$ cat config.mk
export PLATFORM = sky130hd
export DESIGN_NAME = router_rd_arb
export DESIGN_NICKNAME = d
export VERILOG_FILES = /design/src/rtl/router_pkg.sv /design/src/rtl/router_rr_pick.sv /design/src/rtl/router_rd_arb.sv
export SDC_FILE = /design/constraint.sdc
export NUM_CORES = 1
export LEC_CHECK = 0
export BUFFER_PORTS_ARGS = -buffer_cell sky130_fd_sc_hd__buf_2
export CAP_MARGIN = 0
export CORE_UTILIZATION = 53
export DETAILED_ROUTE_END_ITERATION = 8
export PLACE_DENSITY = 0.81
export SLEW_MARGIN = 20
export SYNTH_ARGS = -nofsm -noshare
export SYNTH_HDL_FRONTEND = slang
export SYNTH_HIERARCHICAL = 1
export SYNTH_SLANG_ARGS = --single-unit
$ cat constraint.sdc
create_clock -name clk -period 2.2 [get_ports clk]
set_input_delay 0.55 -clock clk [delete_from_list [all_inputs] [get_ports clk]]
set_output_delay 0.55 -clock clk [all_outputs]
set_load 0.02 [all_outputs]
$ cat src/rtl/router_pkg.sv
// Shared definitions for the router read-side scheduler.
// Contents: read FSM state enum, port count, header length-field LSB,
// default watchdog timeout, and a one-hot to index helper.
package router_pkg;

  localparam int unsigned NUM_PORTS   = 3;
  localparam int unsigned LEN_LSB     = 2;
  localparam int unsigned DEF_TIMEOUT = 30;

  typedef enum logic [1:0] {
    IDLE    = 2'd0,
    HDR     = 2'd1,
    PAYLOAD = 2'd2,
    PARITY  = 2'd3
  } rd_state_e;

  // Index of the set bit in a one-hot port vector (0 when vector is zero).
  function automatic logic [1:0] onehot_to_idx(input logic [NUM_PORTS-1:0] oh);
    logic [1:0] idx;
    idx = 2'd0;
    for (int unsigned i = 0; i < NUM_PORTS; i++) begin
      if (oh[i]) idx = 2'(i);
    end
    return idx;
  endfunction

endpackage

$ cat src/rtl/router_rr_pick.sv
// Combinational rotate-priority picker.
// Ports:
//   req        in  3  per-port request (FIFO non-empty)
//   last_grant in  2  index of the port served last; search starts after it
//   pick       out 3  one-hot winner, zero when no request
//   found      out 1  a winner exists
module router_rr_pick
  import router_pkg::*;
(
  input  logic [NUM_PORTS-1:0] req,
  input  logic [1:0]           last_grant,
  output logic [NUM_PORTS-1:0] pick,
  output logic                 found
);

  logic [1:0] idx;

  // Visit last+1, last+2, last+3 (mod 3); first requester wins.
  always_comb begin
    pick  = '0;
    found = 1'b0;
    idx   = 2'd0;
    for (int unsigned k = 1; k <= NUM_PORTS; k++) begin
      idx = 2'((32'(last_grant) + k) % NUM_PORTS);
      if (!found && req[idx]) begin
        pick[idx] = 1'b1;
        found     = 1'b1;
      end
    end
  end

endmodule

$ cat src/rtl/router_rd_arb.sv
// Read-side scheduler for the 1x3 router: shares one downstream read channel
// among three output FIFOs with a packet-granular round-robin grant and a
// per-packet stall watchdog.
// Ports:
//   clk, reset            clock (rising edge), async active-high reset
//   fifo_empty[2:0]       per-port FIFO empty flags
//   fifo_data_0/1/2       FIFO head bytes
//   rd_ready              downstream can take a byte this cycle
//   read_enb[2:0]         per-port FIFO pop (combinational)
//   grant[2:0]            registered one-hot grant
//   data_out, valid_out   granted head byte / granted FIFO non-empty
//   sop, eop              header / parity byte on the channel
//   soft_reset[2:0]       one-cycle pulse to a port whose packet timed out
//   busy                  a packet is in progress
// Optional build macro ROUTER_RD_ARB_STATS_EN adds pkt_cnt_0/1/2 (16-bit,
// wrapping) and abort_cnt (8-bit, saturating).
module router_rd_arb
  import router_pkg::*;
#(
  parameter int unsigned WIDTH   = 8,
  parameter int unsigned TIMEOUT = DEF_TIMEOUT,
  parameter int unsigned CW      = 5
) (
  input  logic                 clk,
  input  logic                 reset,
  input  logic [NUM_PORTS-1:0] fifo_empty,
  input  logic [WIDTH-1:0]     fifo_data_0,
  input  logic [WIDTH-1:0]     fifo_data_1,
  input  logic [WIDTH-1:0]     fifo_data_2,
  input  logic                 rd_ready,
  output logic [NUM_PORTS-1:0] read_enb,
  output logic [NUM_PORTS-1:0] grant,
  output logic [WIDTH-1:0]     data_out,
  output logic                 valid_out,
  output logic                 sop,
  output logic                 eop,
  output logic [NUM_PORTS-1:0] soft_reset,
  output logic                 busy
`ifdef ROUTER_RD_ARB_STATS_EN
  ,
  output logic [15:0]          pkt_cnt_0,
  output logic [15:0]          pkt_cnt_1,
  output logic [15:0]          pkt_cnt_2,
  output logic [7:0]           abort_cnt
`endif
);

  localparam int unsigned LW = WIDTH - LEN_LSB;

  rd_state_e            state, state_nxt;
  logic [NUM_PORTS-1:0] grant_nxt, soft_nxt, pick;
  logic [1:0]           last_grant, last_nxt, gidx;
  logic [LW-1:0]        len_cnt, len_nxt, hdr_len;
  logic [CW-1:0]        to_cnt, to_nxt;
  logic                 fire, to_hit, pick_found;
  logic [WIDTH-1:0]     head [NUM_PORTS];

  assign head[0] = fifo_data_0;
  assign head[1] = fifo_data_1;
  assign head[2] = fifo_data_2;

  router_rr_pick u_pick (
    .req        (~fifo_empty),
    .last_grant (last_grant),
    .pick       (pick),
    .found      (pick_found)
  );

  // Channel mux: grant is one-hot or zero, so at most one term selects.
  always_comb begin
    data_out  = '0;
    valid_out = 1'b0;
    for (int unsigned i = 0; i < NUM_PORTS; i++) begin
      if (grant[i]) begin
        data_out  = head[i];
        valid_out = ~fifo_empty[i];
      end
    end
  end

  assign fire     = valid_out & rd_ready;
  assign read_enb = grant & ~fifo_empty & {NUM_PORTS{rd_ready}};
  assign sop      = valid_out & (state == HDR);
  assign eop      = valid_out & (state == PARITY);
  assign busy     = (state != IDLE);
  assign hdr_len  = data_out[WIDTH-1:LEN_LSB];
  assign gidx     = onehot_to_idx(grant);
  assign to_hit   = (to_cnt == CW'(TIMEOUT - 1));

  // State and datapath registers.
  always_ff @(posedge clk or posedge reset) begin
    if (reset) begin
      state      <= IDLE;
      grant      <= '0;
      last_grant <= 2'd2;
      len_cnt    <= '0;
      to_cnt     <= '0;
      soft_reset <= '0;
    end else begin
      state      <= state_nxt;
      grant      <= grant_nxt;
      last_grant <= last_nxt;
      len_cnt    <= len_nxt;
      to_cnt     <= to_nxt;
      soft_reset <= soft_nxt;
    end
  end

  // Next-state: arbitrate in IDLE, walk the packet on fires, abort on stall.
  always_comb begin
    state_nxt = state;
    grant_nxt = grant;
    last_nxt  = last_grant;
    len_nxt   = len_cnt;
    to_nxt    = to_cnt;
    soft_nxt  = '0;
    if (state == IDLE) begin
      to_nxt = '0;
      if (pick_found) begin
        grant_nxt = pick;
        state_nxt = HDR;
      end
    end else if (fire) begin
      // A fire on the terminal count still wins over the watchdog.
      to_nxt = '0;
      case (state)
        HDR: begin
          if (hdr_len == '0) begin
            state_nxt = PARITY;
          end else begin
            len_nxt   = hdr_len;
            state_nxt = PAYLOAD;
          end
        end
        PAYLOAD: begin
          len_nxt = len_cnt - LW'(1);
          if (len_cnt == LW'(1)) state_nxt = PARITY;
        end
        PARITY: begin
          last_nxt  = gidx;
          grant_nxt = '0;
          state_nxt = IDLE;
        end
        default: ;
      endcase
    end else if (to_hit) begin
      soft_nxt  = grant;
      last_nxt  = gidx;
      grant_nxt = '0;
      to_nxt    = '0;
      state_nxt = IDLE;
    end else begin
      to_nxt = to_cnt + CW'(1);
    end
  end

`ifdef ROUTER_RD_ARB_STATS_EN
  logic pkt_done_c, abort_c;

  assign pkt_done_c = fire & (state == PARITY);
  assign abort_c    = (state != IDLE) & ~fire & to_hit;

  // Completed-packet counters wrap; abort counter saturates.
  always_ff @(posedge clk or posedge reset) begin
    if (reset) begin
      pkt_cnt_0 <= '0;
      pkt_cnt_1 <= '0;
      pkt_cnt_2 <= '0;
      abort_cnt <= '0;
    end else begin
      if (pkt_done_c) begin
        case (gidx)
          2'd0:    pkt_cnt_0 <= pkt_cnt_0 + 16'd1;
          2'd1:    pkt_cnt_1 <= pkt_cnt_1 + 16'd1;
          2'd2:    pkt_cnt_2 <= pkt_cnt_2 + 16'd1;
          default: ;
        endcase
      end
      if (abort_c && abort_cnt != 8'hFF) abort_cnt <= abort_cnt + 8'd1;
    end
  end
`endif

endmodule

==> results.md, run 1 <==
- Syn avg cell area: 8.79 um2
- Number of flops mapped to enable cells by yosys: 0
- DIE AREA: 0.00374 mm2
- Number of global-route vias before repair: 1538
- RSZ-0062 raised after global routing: true
- Row cnt: 21
- GR Overflow Total: 0
- Starting density of the core: 55.6%
- Area Overhead vs Synth: 26.0%
- Synthesized Nets: 253
- Syn Inst Count: 211
- First-pass GRT wire length: 6.66 mm
- Post-synth top area share: 27.0%
- DRC viols: 0
- Largest net degree at the start of global routing: 22
- Max Cap Violations: 0
- Initial DRC count: 88
- Worst Path Arrival: 1600 ps
- Slew @ Worst Pin: 459 ps
- Ys Warns: 6
- P_leak: 1.13 nW
- Fin crit period: 2150 ps
- CORE AREA: 0.00334 mm2
- Maximum level of the CTS H-tree: 1
- Most instantiated cells after synthesis: nand2_1, dfrtp_1, inv_1
- Fmax achieved: 0.466 GHz
- Die Span X: 61.2 um
- Worst endpoint required time: 1650 ps
- Final setup viols: 0
- Asr flop ratio synth: 100%
- Final period utilization: 97.6%
- Reg clk slew, reported paths: 120 ps
- Final wirelength: 4.37 mm
- Main synth FF type: dfrtp_1
- Power per cell area: 1260 mW/mm2
- Post-synthesis cell type with the largest combined area: dfrtp_1
- Layout cells sized above 1: 37.9%
- DP Area: 0.00224 mm2
- CTS Sinks: 21
- Final GP Congestion: 0.814
- Pre-Repair DR Iteration Count: 4
- Clk root buf: clkbuf_4
- Final number of max-transition violations: 0
- Wire per inst: 13.5 um
- Post-route cell area: 0.00234 mm2
- Diode count: 0
- Hold Crit Class: in2async
- Clock tree from TritonCTS: done
- Max VDD drop: 0.000683 V
- Die H: 61.2 um
- Layout Nets: 320
- Status: finished, final reports clean
- CTS buffer count: 3
- Worst-path maximum fanout: 5
- R2R cell count: 7
- Post-DP HPWL: 3.37 mm
- Mapped Area: 0.00185 mm2
- Setup Crit Path Kind: reg2out
- Antenna violations before repair: 0
- Crit end category: output port
- Port Buffers: 50
- Clock Skew: 2.10 ps
- All-Layer GR Usage: 24.1%
- Pre-CTS setup slack: 47.7 ps
- Cts hold-fix bufs: 0
- #FFs+latches synth: 21
- Crit path launch type: flip-flop
- Hold Vio Cnt, Final: 0
- Setup slack after layout: 52.1 ps
- Vias/cell: 5.52
- Vias: 1783
- Maximum root-to-sink buffer count: 2
- Clk_lat worst skew: 300 ps
- Sequential share of the synthesized area: 28.4%
- Post-route ant nets: 0
- Top Ports: 51
- Relative max-transition margin: 69.4%
- Largest cells by area after synthesis: dfrtp_1, ha_1, nand3b_1
- Count of unique library cells instantiated by Yosys: 61
- Most frequent cell after synthesis: nand2_1
## worst paths after layout
| path | start | end | slack [ps] |
|---|---|---|---|
| setup reg to reg | grant[1]$_DFFE_PP0P_ | len_cnt[3]$_DFFE_PP0P_ | 100 |
| max in group asynchronous | reset | last_grant[1]$_DFFE_PP1P_ | 1680 |
| setup / recovery | grant[1]$_DFFE_PP0P_ | sop | 50 |
| hold / removal | reset | to_cnt[1]$_DFF_PP0_ | 250 |
| hold reg to reg | to_cnt[0]$_DFF_PP0_ | to_cnt[0]$_DFF_PP0_ | 490 |
| min in group clk | to_cnt[0]$_DFF_PP0_ | to_cnt[0]$_DFF_PP0_ | 490 |
## final cells by class
cell class / count / area (um2)
clock buffers: 3 / 22.5
clock inverters: 1 / 5.00
fillers: 269 / 1000
inverters: 16 / 60.1
multi-input cells: 164 / 1220
flip-flops and latches: 21 / 529
well taps: 46 / 57.6
repair buffers: 72 / 444
## per-layer routing
metal	up-vias	GRT usage, %	wire [um]
li1	890	-	-
met1	824	32.1	1980
met2	65	39.8	2070
met3	4	3.57	279
met4	0	9.42	40
met5	-	0	0
## power by group
group	internal, W	leakage, nW	total [W]	switching (W)
registers	0.000510	0.274	0.000637	0.000127
clock network	0.0000678	0.0177	0.000188	0.000120
logic	0.000925	0.841	0.00211	0.00119
total	0.00150	1.13	0.00294	0.00143
## cell usage in the layout (no fill, tap or decap), types with 2 or more instances in the layout
cell type	instances
a211o_1	2
a21oi_1	7
a21oi_2	9
a22o_1	2
a22oi_1	3
and2_4	2
and3_1	5
buf_2	48
buf_4	20
buf_6	3
clkbuf_4	3
dfrtp_1	18
dfrtp_2	2
ha_1	12
inv_1	16
mux2i_1	3
nand2_1	22
nand3_1	6
nand3b_1	12
nor2_1	12
nor2b_1	8
nor3_1	2
o21ai_0	10
o21ai_1	6
o21ai_2	2
o31ai_1	2
xor2_1	2
## worst max-delay path, cell delays in order, from the launching register on
cell,delay (ps)
dfrtp_1,430
buf_6,140
nor2b_4,130
o31a_4,300
and2_4,170
buf_6,120
## through the flow
step	util (%)	TNS (ps)	instances	hold slack, ps	power, W
after floorplan	-	0	211	461	0.00207
after global placement	67.2	0	315	477	0.00262
after detailed placement	67.2	0	315	479	0.00265
after CTS	69.4	0	323	246	0.00290
after global routing	70.0	-1.98	323	285	0.00319
final	70.0	0	323	249	0.00294
## flip-flops by register name, indices dropped and copies added (netlist names)
signal / count
to_cnt: 5
grant: 3
len_cnt: 6
last_grant: 2
state: 2
soft_reset: 3
## cells by family after synthesis
group,synth area share [%]
compound gates,25.6
flops,28.4
fa+ha+maj,8.10
buf+inv,6.95
mux,2.83
xor+xnor,1.42
simple gates,26.7
## repair_timing
action | 4_1_cts | 5_1_grt
resized for setup | 5 | 6
endpoints found under the setup margin | 4 | 4
setup buffers | 4 | 0
pin swaps | 1 | 1
Note: power is estimated with default switching activity, not from simulation.
==> run 2, diff against run 1 <==
--- a/config.mk
+++ b/config.mk
@@ -7,9 +7,11 @@
 export LEC_CHECK = 0
 export BUFFER_PORTS_ARGS = -buffer_cell sky130_fd_sc_hd__buf_2
 export CAP_MARGIN = 0
-export CORE_UTILIZATION = 53
+export CORE_UTILIZATION = 54
+export CTS_BUF_LIST = sky130_fd_sc_hd__clkbuf_4
 export DETAILED_ROUTE_END_ITERATION = 8
-export PLACE_DENSITY = 0.81
+export PLACE_DENSITY = 0.82
+export REMOVE_ABC_BUFFERS = 1
 export SLEW_MARGIN = 20
 export SYNTH_ARGS = -nofsm -noshare
 export SYNTH_HDL_FRONTEND = slang
==> run 2 against run 1 <==
Compared with the run above:
- clock power is essentially flat
- clock-buffer cell count is the same
- first-iteration DRC count increased by 8.0%
- utilization increased by 4.2 points
- critical path depth is the same
- critical path type unchanged
- wire length is 1.9% higher
- combinational power about the same
- hold slack worse by 50 ps
- via count is 2.9% higher
- sequential share of layout area is essentially flat
- worst setup slack lost 21 ps
- cell area increased by 0.16%
- largest power group unchanged
- highest routed layer unchanged
==> results.md, run 2 (synthesized netlist as in run 1, its figures left out) <==
- Status: finished, final reports clean
- Row cnt: 20
- Reg clk slew, reported paths: 120 ps
- Biggest register: len_cnt
- Reg-to-reg startpoint: last_grant[1]$_DFFE_PP1P_
- CTS buffer count: 3
- GR Overflow Total: 0
- All-Layer GR Usage: 26.2%
- DRC viols: 0
- Final number of max-transition violations: 0
- Die H: 60.6 um
- Setup Crit Path Kind: reg2out
- Final wirelength: 4.45 mm
- Final period utilization: 98.6%
- Largest net degree at the start of global routing: 19
- Clk root buf: clkbuf_4
- Slew @ Worst Pin: 436 ps
- Seq pwr share: 21.9%
- Setup slack after layout: 30.8 ps
- Pre-CTS setup slack: 90.0 ps
- Vias/cell: 5.66
- Layout Nets: 323
- DP Area: 0.00222 mm2
- Net load switching power: 0.00145 W
- Worst Path Arrival: 1620 ps
- Fin crit period: 2170 ps
- Hold Vio Cnt, Final: 0
- P_leak: 1.14 nW
- Max Cap Violations: 0
- Power per cell area: 1270 mW/mm2
- Initial DRC count: 95
- Clock Skew: 2.48 ps
- Number of global-route vias before repair: 1629
- Maximum root-to-sink buffer count: 2
- Clock tree from TritonCTS: done
- Top flop regs: len_cnt (6), to_cnt (5)
- Post-route cell area: 0.00234 mm2
- Maximum level of the CTS H-tree: 1
- Pre-Repair DR Iteration Count: 4
- Relative max-transition margin: 70.9%
- Die Span X: 60.6 um
- Port Buffers: 50
- Max FFs per register: 6
- First-pass GRT wire length: 7.24 mm
- Hold Crit Class: in2async
- Commonest non-fill, non-tap cell in the layout: buf_2
- Crit path launch type: flip-flop
- Logic pwr share: 71.8%
- Most frequent cells in the layout: buf_2, buf_4, nand2_1
- Wire per inst: 13.7 um
- Post-route ant nets: 0
- Final GP Congestion: 0.900
- Final setup viols: 0
- CTS Sinks: 21
- Fillcell total: 263
- Layout cells sized above 1: 37.9%
- RSZ-0062 raised after global routing: true
- Max VDD drop: 0.000777 V
- Antenna violations before repair: 0
- Crit end category: output port
- Internal cell power: 0.00151 W
- Worst-path maximum fanout: 4
- Clk_lat worst skew: 300 ps
- Diode count: 0
- Post-DP HPWL: 3.41 mm
- Area Overhead vs Synth: 26.2%
- Starting density of the core: 58.8%
- R2R cell count: 8
- Clock power share: 6.3%
- Vias: 1835
- Fmax achieved: 0.461 GHz
- Worst endpoint required time: 1650 ps
- DIE AREA: 0.00367 mm2
- Crit path launch: grant[1]$_DFFE_PP0P_
- Final core utilization: 74.2%
- CORE AREA: 0.00315 mm2
- Top Ports: 51
- Sw frac: 49.0%
==> run 2: metrics by stage <==
stage          total power, W  hold WS, ps  cells  TNS [ps]
2_1_floorplan         0.00199          461    201     -35.2
3_3_place_gp          0.00258          476    310         0
3_5_place_dp          0.00262          482    310         0
4_1_cts               0.00288          209    318    -0.282
5_1_grt               0.00321          209    324     -43.3
6_report              0.00296          199    324         0
==> run 2: cell type report <==
type	instances	area (um2)	area share, %
Multi-Input combinational cell	164	1200	51.3
Sequential cell	21	529	22.6
Timing Repair Buffer	75	467	19.9
Inverter	16	60.1	2.57
Tap cell	44	55.1	2.35
Clock buffer	3	22.5	0.963
Clock inverter	1	5.00	0.214
==> run 2: routing by layer <==
layer / GRT usage (%) / routed length (um)
met2: 41.0 / 2080
met4: 6.82 / 37
met5: 0 / 0
met1: 37.0 / 2070
met3: 5.76 / 265
==> run 2: worst max-delay path, cell delays in order (launching register included) <==
cell     delay, ps
dfrtp_1        440
buf_6          130
nor2b_4        120
o31a_2         330
and2_4         170
buf_6          120
==> run 2: final timing paths <==
check                                       endpoint  slack [ps]
min in group clk                 to_cnt[0]$_DFF_PP0_         500
hold reg to reg                  to_cnt[0]$_DFF_PP0_         500
setup / recovery                                 sop          30
max in group asynchronous  last_grant[1]$_DFFE_PP1P_        1430
hold / removal                len_cnt[4]$_DFFE_PP0P_         200
setup reg to reg                state[1]$_DFFE_PP0P_         120
==> run 2: power groups by stage <==
stage          combinational [W]  sequential (W)  clock, W
2_1_floorplan            0.00129        0.000701         0
3_3_place_gp             0.00191        0.000672         0
3_5_place_dp             0.00194        0.000670         0
4_1_cts                  0.00204        0.000652  0.000190
5_1_grt                  0.00233        0.000668  0.000207
6_report                 0.00213        0.000648  0.000187
==> run 2: what timing repair did <==
item,in CTS,in global routing
endpoints found under the hold margin,0,0
hold buffers,0,0
pin swaps,3,2
gates resized for setup,7,1
setup endpoints to repair,4,4
gates cloned,0,0
buffers inserted,4,6
==> run 3, diff against run 2 <==
--- a/config.mk
+++ b/config.mk
@@ -5,13 +5,13 @@
 export SDC_FILE = /design/constraint.sdc
 export NUM_CORES = 1
 export LEC_CHECK = 0
+export ABC_AREA = 1
 export BUFFER_PORTS_ARGS = -buffer_cell sky130_fd_sc_hd__buf_2
 export CAP_MARGIN = 0
-export CORE_UTILIZATION = 54
+export CORE_UTILIZATION = 55
 export CTS_BUF_LIST = sky130_fd_sc_hd__clkbuf_4
 export DETAILED_ROUTE_END_ITERATION = 8
-export PLACE_DENSITY = 0.82
-export REMOVE_ABC_BUFFERS = 1
+export PLACE_DENSITY = 0.83
 export SLEW_MARGIN = 20
 export SYNTH_ARGS = -nofsm -noshare
 export SYNTH_HDL_FRONTEND = slang
==> run 3 against run 2 <==
Compared with the run above:
- via count fell by 0.76%
- hold slack improved by 39 ps
- die area grew 1.6%
- power down 11%
- clock skew rose by 2.1 ps
- utilization fell by 7.3 points
- clock-buffer cell count stayed put
- fmax grew 4.3%
- non-clock buffer count shrank 20
- global-route usage decreased by 2.6 points
- largest cell class unchanged
- synthesized cell count is 23% higher
==> results.md, run 3 <==
- Most used cell, CP: nand2_1
- Starting density of the core: 57.5%
- Logic pwr share: 67.8%
- Relative max-transition margin: 78.0%
- Maximum level of the CTS H-tree: 1
- DRC viols: 0
- GR Layer Usage met1: 34.7%
- #FFs+latches synth: 21
- Syn avg cell area: 7.41 um2
- Reg clk slew, reported paths: 120 ps
- Most frequent cells in the layout: nand2_1, buf_2, inv_1
- Worst-path maximum fanout: 9
- Post-synth top area share: 26.1%
- Sequential share of the synthesized area: 27.4%
- Worst endpoint required time: 1650 ps
- Max VDD drop: 0.000531 V
- Maximum root-to-sink buffer count: 2
- Final non-filler cell total: 356
- Main synth FF type: dfrtp_1
- Met2 Track Usage GR: 36.8%
- Pre-CTS setup slack: 187 ps
- Post-route cell area: 0.00223 mm2
- CP bufs+invs: 2
- Slowest-stage cell, CP: dfrtp_2
- Slew @ Worst Pin: 328 ps
- Crit path largest cell delay: 510 ps
- Seq pwr share: 24.8%
- Post-DP HPWL: 3.30 mm
- Antenna violations before repair: 0
- Pre-Repair DR Iteration Count: 4
- Clock Skew: 4.58 ps
- Crit path launch type: flip-flop
- DIE AREA: 0.00373 mm2
- All-Layer GR Usage: 23.6%
- Final setup viols: 0
- Fmax achieved: 0.481 GHz
- GR Overflow Total: 0
- Dpl cells: 351
- First-pass GRT wire length: 6.69 mm
- Syn Inst Count: 259
- Setup slack after layout: 120 ps
- Port Buffers: 50
- Fin crit period: 2080 ps
- Setup_tns: 0 ps
- RSZ-0062 raised after global routing: false
- Layout Nets: 353
- Biggest register: len_cnt
- P_leak: 1.20 nW
- Family with the most delay on the worst path: flip-flops
- Max FFs per register: 6
- Die H: 61.1 um
- Post-synthesis cell type with the largest combined area: dfrtp_1
- Crit end category: output port
- Number of global-route vias before repair: 1571
- Hold Crit Class: in2async
- Worst Path Arrival: 1530 ps
- Ys Warns: 6
- Power per cell area: 1170 mW/mm2
- Most frequent cell after synthesis: nand2_1
- Synthesized Nets: 301
- Asr flop ratio synth: 100%
- CTS Sinks: 21
- Net load switching power: 0.00140 W
- Layout cells sized above 1: 37.4%
- Number of flops mapped to enable cells by yosys: 0
- CORE AREA: 0.00334 mm2
- Most instantiated cells after synthesis: nand2_1, inv_1, nand3_1
- Worst path cell trace: inv_1 > nand2_1 > nor2_1 > nand2_1 > nand2_2 > buf_2
- Met3 Use GR: 2.10%
- Mapped Area: 0.00192 mm2
- Largest net degree at the start of global routing: 22
- Post-route ant nets: 0
- Count of unique library cells instantiated by Yosys: 37
- Vias: 1821
- Final wirelength: 4.18 mm
- Final number of max-transition violations: 0
- Reg-to-reg startpoint: last_grant[0]$_DFFE_PP0P_
- Final period utilization: 94.6%
- Wire per inst: 11.7 um
- PnR Total Power: 0.00262 W
- Die Span X: 61.1 um
- Status: finished, final reports clean
- Setup Crit Path Kind: reg2out
- Initial DRC count: 121
- Commonest non-fill, non-tap cell in the layout: nand2_1
- Final GP Congestion: 0.795
- DP Area: 0.00219 mm2
- CTS buffer count: 3
- Largest cells by area after synthesis: dfrtp_1, nand2_1, ha_1
- Diode count: 0
- Top Ports: 51
- Crit path launch: grant[1]$_DFFE_PP0P_
- Top flop regs: len_cnt (6), to_cnt (5)
- Area Overhead vs Synth: 16.4%
- Hold Vio Cnt, Final: 0
- Clock power share: 7.4%
- Gr busiest metal: met2
- Clk root buf: clkbuf_4
- Sw frac: 53.3%
- Vias/cell: 5.12
- Max Cap Violations: 0
- Cts hold-fix bufs: 0
- Clock tree from TritonCTS: done
- Fillcell total: 314
- Internal cell power: 0.00123 W
- Clk_lat worst skew: 310 ps
- Row cnt: 21
-- run 3: final timing paths --
path	to	slack, ps	depth (start not counted)
worst max register to register	grant[1]$_DFFE_PP0P_	190	13
worst min-delay path	to_cnt[3]$_DFF_PP0_	240	3
max in group asynchronous	last_grant[1]$_DFFE_PP1P_	1680	3
worst min register to register	last_grant[1]$_DFFE_PP1P_	510	2
worst max-delay path	data_out[6]	120	6
min in group clk	last_grant[1]$_DFFE_PP1P_	510	2
-- run 3: through the flow --
step	hold slack [ps]	util, %
after floorplan	461	-
after global placement	482	65.6
after detailed placement	496	65.6
after CTS	241	66.6
after global routing	281	66.9
final	238	66.9
-- run 3: repair_timing --
item / in CTS / in global routing
gates resized for setup: 3 / 1
setup endpoints to repair: 10 / 5
setup buffers: 0 / 1
-- run 3: cells by family after synthesis --
family,count (synthesis),share of synthesized area (%)
AO/OA/AOI/OAI,26,9.32
XOR/XNOR,4,1.83
adder cells (fa/ha/maj),12,7.82
flip-flops,21,27.4
AND/OR/NAND/NOR,149,42.2
buffers and inverters,47,11.3
-- run 3: metal layers --
layer  share of wire, %  vias to the layer above
met5                  0                        -
met4                1.1                        0
met3                5.7                        8
met2                 44                       72
met1                 49                      815
li1                   -                      926
-- run 3: final cells by class --
cell class              instances  area, um2  area share [%]
clock buffers                   3       22.5            1.01
clock inverters                 1       5.00           0.224
inverters                      39        149            6.67
multi-input cells             191       1180            52.9
flip-flops and latches         21        529            23.7
well taps                      46       57.6            2.58
repair buffers                 55        288            12.9
-- run 3: power by group through the flow --
| stage | Combinational (W) | Sequential [W] | Clock, W |
|---|---|---|---|
| final | 0.00178 | 0.000651 | 0.000194 |
| after global routing | 0.00201 | 0.000670 | 0.000208 |
| after CTS | 0.00175 | 0.000656 | 0.000203 |
| after detailed placement | 0.00174 | 0.000659 | 0 |
| after global placement | 0.00171 | 0.000654 | 0 |
| after floorplan | 0.00144 | 0.000616 | 0 |
-- run 3: worst register-to-register path: cells and delay by family, from the launching register on --
kind,cells,cell delay (ps)
flops,1,430
buf+inv,2,160
simple gates,10,920
fa+ha+maj,1,400
